### config.mk
export PLATFORM = sky130hd
export DESIGN_NAME = tick_timer_scheduler_flat
export DESIGN_NICKNAME = d
export VERILOG_FILES = /design/src/rtl/tick_timer_scheduler_if.sv /design/src/rtl/tick_timer_scheduler.sv /design/src/flat_wrapper.sv
export SDC_FILE = /design/constraint.sdc
export NUM_CORES = 1
export LEC_CHECK = 0
export BUFFER_PORTS_ARGS = -buffer_cell sky130_fd_sc_hd__buf_2
export CORE_ASPECT_RATIO = 1.75
export CORE_MARGIN = 3
export CORE_UTILIZATION = 45
export DETAILED_ROUTE_END_ITERATION = 10
export SLEW_MARGIN = 40
export SYNTH_ARGS = -nofsm -noshare
export SYNTH_HDL_FRONTEND = slang
export SYNTH_SLANG_ARGS = --single-unit
### constraint.sdc
create_clock -name clk -period 3.6 [get_ports clk]
set_input_delay 0.18 -clock clk [delete_from_list [all_inputs] [get_ports clk]]
set_output_delay 0.18 -clock clk [all_outputs]
set_load 0.01 [all_outputs]
### src/rtl/tick_timer_scheduler_if.sv
// Purpose: configuration write bus and expiry-event valid/ready port of the timer scheduler.
// Latency: none; signal bundle only.
// Backpressure: evt_ready from the consumer holds evt_valid/evt_ch stable while low.
// Ports: cfg_we/cfg_ch/cfg_start/cfg_mode/cfg_period (controller -> scheduler),
//        evt_valid/evt_ch (scheduler -> controller), evt_ready (controller -> scheduler).
interface tick_timer_scheduler_if #(
    parameter int NUM_CH = 4,
    parameter int CNT_W  = 16,
    parameter int CH_W   = 2
);
    logic             cfg_we;
    logic [CH_W-1:0]  cfg_ch;
    logic             cfg_start;
    logic             cfg_mode;
    logic [CNT_W-1:0] cfg_period;
    logic             evt_valid;
    logic [CH_W-1:0]  evt_ch;
    logic             evt_ready;

    // Controller side: writes configuration, consumes events.
    modport master (
        output cfg_we, cfg_ch, cfg_start, cfg_mode, cfg_period, evt_ready,
        input  evt_valid, evt_ch
    );

    // Scheduler side.
    modport slave (
        input  cfg_we, cfg_ch, cfg_start, cfg_mode, cfg_period, evt_ready,
        output evt_valid, evt_ch
    );
endinterface

### src/rtl/tick_timer_scheduler.sv
// Purpose: NUM_CH one-shot/periodic timers on a shared prescaled base tick, events round-robin arbitrated.
// Latency: expiry in tick cycle t -> pending at edge t+1 -> evt_valid at edge t+2 (slot free).
// Backpressure: evt_valid/evt_ch held while evt_ready=0; repeat expiries merge and set sticky overflow.
// Ports: clk, rst (sync, active high); bus (slave modport: cfg write bus in, event port out);
//        base_tick (1-cycle pulse every TICK_DIV clocks); ch_active (armed bits); overflow (sticky).
module tick_timer_scheduler #(
    parameter int TICK_DIV = 50000,
    parameter int NUM_CH   = 4,
    parameter int CNT_W    = 16,
    parameter int CH_W     = 2
) (
    input  logic                      clk,
    input  logic                      rst,
    tick_timer_scheduler_if.slave     bus,
    output logic                      base_tick,
    output logic [NUM_CH-1:0]         ch_active,
    output logic [NUM_CH-1:0]         overflow
);

    localparam int               PS_W    = $clog2(TICK_DIV);
    localparam logic [PS_W-1:0]  PS_LAST = PS_W'(TICK_DIV - 1);
    localparam logic [CNT_W-1:0] CNT_ONE = CNT_W'(1);

    // ------------------------------------------------------------------
    // Free-running prescaler; base_tick is registered off the wrap.
    // ------------------------------------------------------------------
    logic [PS_W-1:0] ps_cnt;

    always_ff @(posedge clk) begin
        if (rst) begin
            ps_cnt    <= '0;
            base_tick <= 1'b0;
        end else if (ps_cnt == PS_LAST) begin
            ps_cnt    <= '0;
            base_tick <= 1'b1;
        end else begin
            ps_cnt    <= ps_cnt + 1'b1;
            base_tick <= 1'b0;
        end
    end

    // ------------------------------------------------------------------
    // Channel state
    // ------------------------------------------------------------------
    logic [CNT_W-1:0]  period_q    [NUM_CH];
    logic [CNT_W-1:0]  remaining_q [NUM_CH];
    logic [NUM_CH-1:0] mode_q;
    logic [NUM_CH-1:0] active_q;
    logic [NUM_CH-1:0] pending_q;
    logic [NUM_CH-1:0] overflow_q;

    logic [NUM_CH-1:0] cfg_hit;
    logic [NUM_CH-1:0] tick_en;
    logic [NUM_CH-1:0] expire;

    // A cfg write to a channel masks that channel's tick in the same cycle.
    always_comb begin
        cfg_hit = '0;
        tick_en = '0;
        expire  = '0;
        for (int i = 0; i < NUM_CH; i++) begin
            cfg_hit[i] = bus.cfg_we && (bus.cfg_ch == CH_W'(i));
            tick_en[i] = base_tick && active_q[i] && !cfg_hit[i];
            expire[i]  = tick_en[i] && (remaining_q[i] == CNT_ONE);
        end
    end

    // ------------------------------------------------------------------
    // Round-robin arbiter: first pending channel at or after rr_ptr.
    // ------------------------------------------------------------------
    logic [CH_W-1:0]   rr_ptr;
    logic [CH_W-1:0]   cand;
    logic [CH_W-1:0]   sel;
    logic              found;
    logic              slot_free;
    logic              grant;
    logic [NUM_CH-1:0] grant_oh;

    always_comb begin
        cand     = '0;
        sel      = '0;
        found    = 1'b0;
        grant_oh = '0;
        for (int k = 0; k < NUM_CH; k++) begin
            cand = CH_W'((int'(rr_ptr) + k) % NUM_CH);
            if (!found && pending_q[cand]) begin
                found = 1'b1;
                sel   = cand;
            end
        end
        slot_free = !bus.evt_valid || bus.evt_ready;
        grant     = slot_free && found;
        if (grant) begin
            grant_oh[sel] = 1'b1;
        end
    end

    always_ff @(posedge clk) begin
        if (rst) begin
            for (int i = 0; i < NUM_CH; i++) begin
                period_q[i]    <= '0;
                remaining_q[i] <= '0;
            end
            mode_q     <= '0;
            active_q   <= '0;
            pending_q  <= '0;
            overflow_q <= '0;
        end else begin
            for (int i = 0; i < NUM_CH; i++) begin
                if (cfg_hit[i] && bus.cfg_start && (bus.cfg_period != '0)) begin
                    period_q[i]    <= bus.cfg_period;
                    remaining_q[i] <= bus.cfg_period;
                    mode_q[i]      <= bus.cfg_mode;
                    active_q[i]    <= 1'b1;
                    pending_q[i]   <= 1'b0;
                    overflow_q[i]  <= 1'b0;
                end else if (cfg_hit[i] && !bus.cfg_start) begin
                    active_q[i]  <= 1'b0;
                    pending_q[i] <= 1'b0;
                end else if (expire[i]) begin
                    // An expiry colliding with its own grant re-arms pending
                    // without counting as an overflow.
                    pending_q[i] <= 1'b1;
                    if (pending_q[i] && !grant_oh[i]) begin
                        overflow_q[i] <= 1'b1;
                    end
                    if (mode_q[i]) begin
                        remaining_q[i] <= period_q[i];
                    end else begin
                        active_q[i] <= 1'b0;
                    end
                end else begin
                    if (grant_oh[i]) begin
                        pending_q[i] <= 1'b0;
                    end
                    if (tick_en[i] && (remaining_q[i] > CNT_ONE)) begin
                        remaining_q[i] <= remaining_q[i] - CNT_ONE;
                    end
                end
            end
        end
    end

    // ------------------------------------------------------------------
    // Event output slot
    // ------------------------------------------------------------------
    always_ff @(posedge clk) begin
        if (rst) begin
            bus.evt_valid <= 1'b0;
            bus.evt_ch    <= '0;
            rr_ptr        <= '0;
        end else if (grant) begin
            bus.evt_valid <= 1'b1;
            bus.evt_ch    <= sel;
            rr_ptr        <= (sel == CH_W'(NUM_CH - 1)) ? '0 : sel + 1'b1;
        end else if (slot_free) begin
            bus.evt_valid <= 1'b0;
        end
    end

    assign ch_active = active_q;
    assign overflow  = overflow_q;

endmodule

### src/flat_wrapper.sv
// flat-port wrapper written by rule: the top's interface ports become plain ports
module tick_timer_scheduler_flat 
#(
    parameter int TICK_DIV = 50000,
    parameter int NUM_CH   = 4,
    parameter int CNT_W    = 16,
    parameter int CH_W     = 2
)
  (clk, rst, base_tick, ch_active, overflow, bus_cfg_we, bus_cfg_ch, bus_cfg_start, bus_cfg_mode, bus_cfg_period, bus_evt_ready, bus_evt_valid, bus_evt_ch);
  tick_timer_scheduler_if #(.NUM_CH(NUM_CH), .CNT_W(CNT_W), .CH_W(CH_W)) bus_i ();
  input  logic clk;
  input  logic rst;
  output logic base_tick;
  output logic [NUM_CH-1:0] ch_active;
  output logic [NUM_CH-1:0] overflow;
  input wire logic [$bits(bus_i.cfg_we)-1:0] bus_cfg_we;
  input wire logic [$bits(bus_i.cfg_ch)-1:0] bus_cfg_ch;
  input wire logic [$bits(bus_i.cfg_start)-1:0] bus_cfg_start;
  input wire logic [$bits(bus_i.cfg_mode)-1:0] bus_cfg_mode;
  input wire logic [$bits(bus_i.cfg_period)-1:0] bus_cfg_period;
  input wire logic [$bits(bus_i.evt_ready)-1:0] bus_evt_ready;
  output wire logic [$bits(bus_i.evt_valid)-1:0] bus_evt_valid;
  output wire logic [$bits(bus_i.evt_ch)-1:0] bus_evt_ch;
  assign bus_i.cfg_we = bus_cfg_we;
  assign bus_i.cfg_ch = bus_cfg_ch;
  assign bus_i.cfg_start = bus_cfg_start;
  assign bus_i.cfg_mode = bus_cfg_mode;
  assign bus_i.cfg_period = bus_cfg_period;
  assign bus_i.evt_ready = bus_evt_ready;
  assign bus_evt_valid = bus_i.evt_valid;
  assign bus_evt_ch = bus_i.evt_ch;
  tick_timer_scheduler #(.TICK_DIV(TICK_DIV), .NUM_CH(NUM_CH), .CNT_W(CNT_W), .CH_W(CH_W)) u_core (.clk(clk), .rst(rst), .bus(bus_i), .base_tick(base_tick), .ch_active(ch_active), .overflow(overflow));
endmodule
==> flow_metrics.tcl <==
set metrics [dict create \
    grt_first_pass_wirelength_um 33700 \
    coreArea_mm2 0.0181 \
    synthCells 727 \
    ctsHoldBuffers 0 \
    fin_area_mm2 0.00936 \
    final_util 0.516 \
    fin_tns_setup_ns 0 \
    leakagePower_nw 3.57 \
    setup_violations 0 \
    fp-row-count 65 \
    clk_latency_ns 0.42 \
    grt.total_usage 0.218 \
    crit_type "register to register" \
    hp-class "input port to register" \
    drc 0 \
    synth-seq-cells 166 \
    hold_viol_final 0 \
    clockBufferDepth 2 \
    hpwlAfterDp_um 15200 \
    drt_pass1_iterations 6 \
    crit_arrival_ns 2.98 \
    finalWeightedCongestion 0.854 \
    ir_worst_vdd_v 0.000371 \
    path_cells "nor4_1 > nand2_2 > or4_1 > a21o_1 > nand3_1" \
    slew_viol_final 0 \
    port_buffers 35 \
    cts_tree "built" \
    start_kind "register" \
    routedWlPerCell_um 21.1 \
    cp.required_ns 3.65 \
    ant_nets 0 \
    fp.dieW_um 109 \
    seq_area_frac_synth 0.549 \
    placed_cell_area_mm2 0.00880 \
    synthDistinctLibCells 57 \
    max_freq_ghz 0.342 \
    num_io_pins 36 \
    fin_crit_ns 2.92 \
    cts_resized 0 \
    ys.flop_type "edfxtp_1" \
    cp-end-kind "register" \
    synth_warnings 0 \
    hold_depth 3 \
    post_cts_buffers 0 \
    finalCritPeriodShare 0.812 \
    netlist_area_mm2 0.00838 \
    vias 6073 \
    n_antenna_cell 0 \
    routed_wl_um 21400 \
    cts_root_buf "clkbuf_16" \
    cts_made_buffers 17 \
    grt-ovfl-total 0 \
    nets 804 \
    cp.depth 5 \
    htreeDepth 4 \
    grt_max_degree 24 \
    drt_iter0_markers 443 \
    grt_pass1_vias 6220 \
    status "finished, final reports clean" \
    crit_family "simple AND/OR/NAND/NOR gates" \
    viasPerCell 5.99 \
    power.density_mw_per_mm2 446 \
    clock_sinks 166 \
    layout_commonest_cell "edfxtp_1" \
    synth_edf_count 128 \
    relSlewSlack 0.450 \
    path_clk_slew_ns 0.06 \
    cp_slowest_stage_delay_ns 0.59 \
    syn_to_final_growth_pct 11.7 \
    reg2reg_depth 5 \
    start_util 0.462 \
    synth.net_count 764 \
    path_max_fanout 16 \
    maxCapViolations 0 \
    rsz0062_at_grt "false" \
    finClkSkew_ns 0.00854 \
    synth_area_per_cell_um2 11.5 \
    path_buf_inv 0 \
    dieArea_mm2 0.0204 \
    die_h_um 187 \
    async_reset_ff_frac 0 \
    worstMarginPinSlew_ns 0.823 \
    drive_above_1_share 0.118 \
    grt_antenna_before_repair 0 \
    final_cell_mix "128 x edfxtp_1, 79 x nor2_1, 60 x and2_1, 40 x xor2_1, 38 x dfxtp_1" \
    cp_slowest_cell "nand3_1" \
]
==> synth_stat cells, types with 5 or more instances <==
cell / n / area, µm²
a211o_1: 24 / 210
a21oi_1: 15 / 75.1
a221o_1: 29 / 290
and2_1: 60 / 375
and3_1: 13 / 81.3
and4_1: 8 / 70.1
clkbuf_1: 11 / 41.3
dfxtp_1: 38 / 761
edfxtp_1: 128 / 3840
ha_1: 13 / 163
inv_1: 19 / 71.3
mux2i_1: 14 / 140
nand2_1: 35 / 131
nand2b_1: 7 / 43.8
nand3_1: 30 / 150
nand4_1: 8 / 50.1
nor2_1: 80 / 300
nor3_1: 19 / 95.1
nor3b_1: 10 / 75.1
nor4_1: 16 / 100
o21ai_0: 7 / 35.0
o22ai_1: 5 / 31.3
xnor2_1: 27 / 236
xor2_1: 40 / 350
==> through the flow <==
step / hold slack [ns] / worst slack [ns] / std cells / total power (W)
2_1_floorplan: 0.324 / 1.05 / 727 / 0.00239
3_3_place_gp: 0.441 / 0.807 / 982 / 0.00250
3_5_place_dp: 0.455 / 0.686 / 982 / 0.00251
4_1_cts: 0.0923 / 0.659 / 1014 / 0.00421
5_1_grt: 0.117 / 0.520 / 1014 / 0.00432
6_report: 0.119 / 0.675 / 1014 / 0.00417
==> power by group <==
part           total (W)  switching [W]  leakage [nW]  internal [W]
Sequential       0.00222      0.0000671          1.58       0.00216
Clock            0.00170       0.000742         0.264      0.000961
Combinational   0.000245       0.000166          1.72     0.0000792
Total            0.00417       0.000975          3.57       0.00320
==> flip-flops by register name, indices dropped and copies added (netlist names) <==
signal and count:
u_core.period_q 64, u_core.remaining_q 64, u_core.ps_cnt 16, u_core.ch_active 4
u_core.mode_q 4, u_core.overflow 4, u_core.pending_q 4, u_core.bus.evt_ch 2
u_core.rr_ptr 2, u_core.base_tick 1, u_core.bus.evt_valid 1
==> worst register-to-register path: cells and delay by family, from the launching register on <==
| family | cells | cell delay [ns] |
|---|---|---|
| AND/OR/NAND/NOR | 4 | 1.85 |
| flip-flops | 1 | 0.46 |
| AO/OA/AOI/OAI | 1 | 0.24 |
==> final timing paths <==
check                                          from                                       to  slack, ns
max          u_core.remaining_q[1][2]$_SDFFCE_PN0P_  u_core.remaining_q[1][10]$_SDFFCE_PN0P_       0.68
min                                    bus_cfg_mode            u_core.mode_q[1]$_SDFFE_PP0P_       0.12
max reg2reg  u_core.remaining_q[1][2]$_SDFFCE_PN0P_  u_core.remaining_q[1][10]$_SDFFCE_PN0P_       0.68
min reg2reg         u_core.overflow[3]$_SDFFE_PP0P_          u_core.overflow[3]$_SDFFE_PP0P_       0.46
==> cell families after synthesis <==
group	share of synthesized area
AOI/OAI and AO/OA	0.103
xor gates and xnor gates	0.0700
adders and majority gates	0.0194
buffers and inverters	0.0194
DFF	0.550
muxes	0.0167
and+or+nand+nor	0.221
==> area by class of cell <==
type / count / area (µm²)
fill: 1606 / 8770
sequential: 166 / 4600
multi-input combinational: 523 / 3630
clock buffer: 18 / 439
tap: 234 / 293
timing repair buffer: 40 / 213
clock inverter: 14 / 110
inverter: 19 / 71.3
==> per-layer routing <==
metal | GRT usage | wire [µm]
met1 | 0.263 | 8500
met2 | 0.375 | 11400
met3 | 0.0339 | 759
met4 | 0.102 | 754
met5 | 0 | 0
Note: power is estimated with default switching activity, not from simulation.
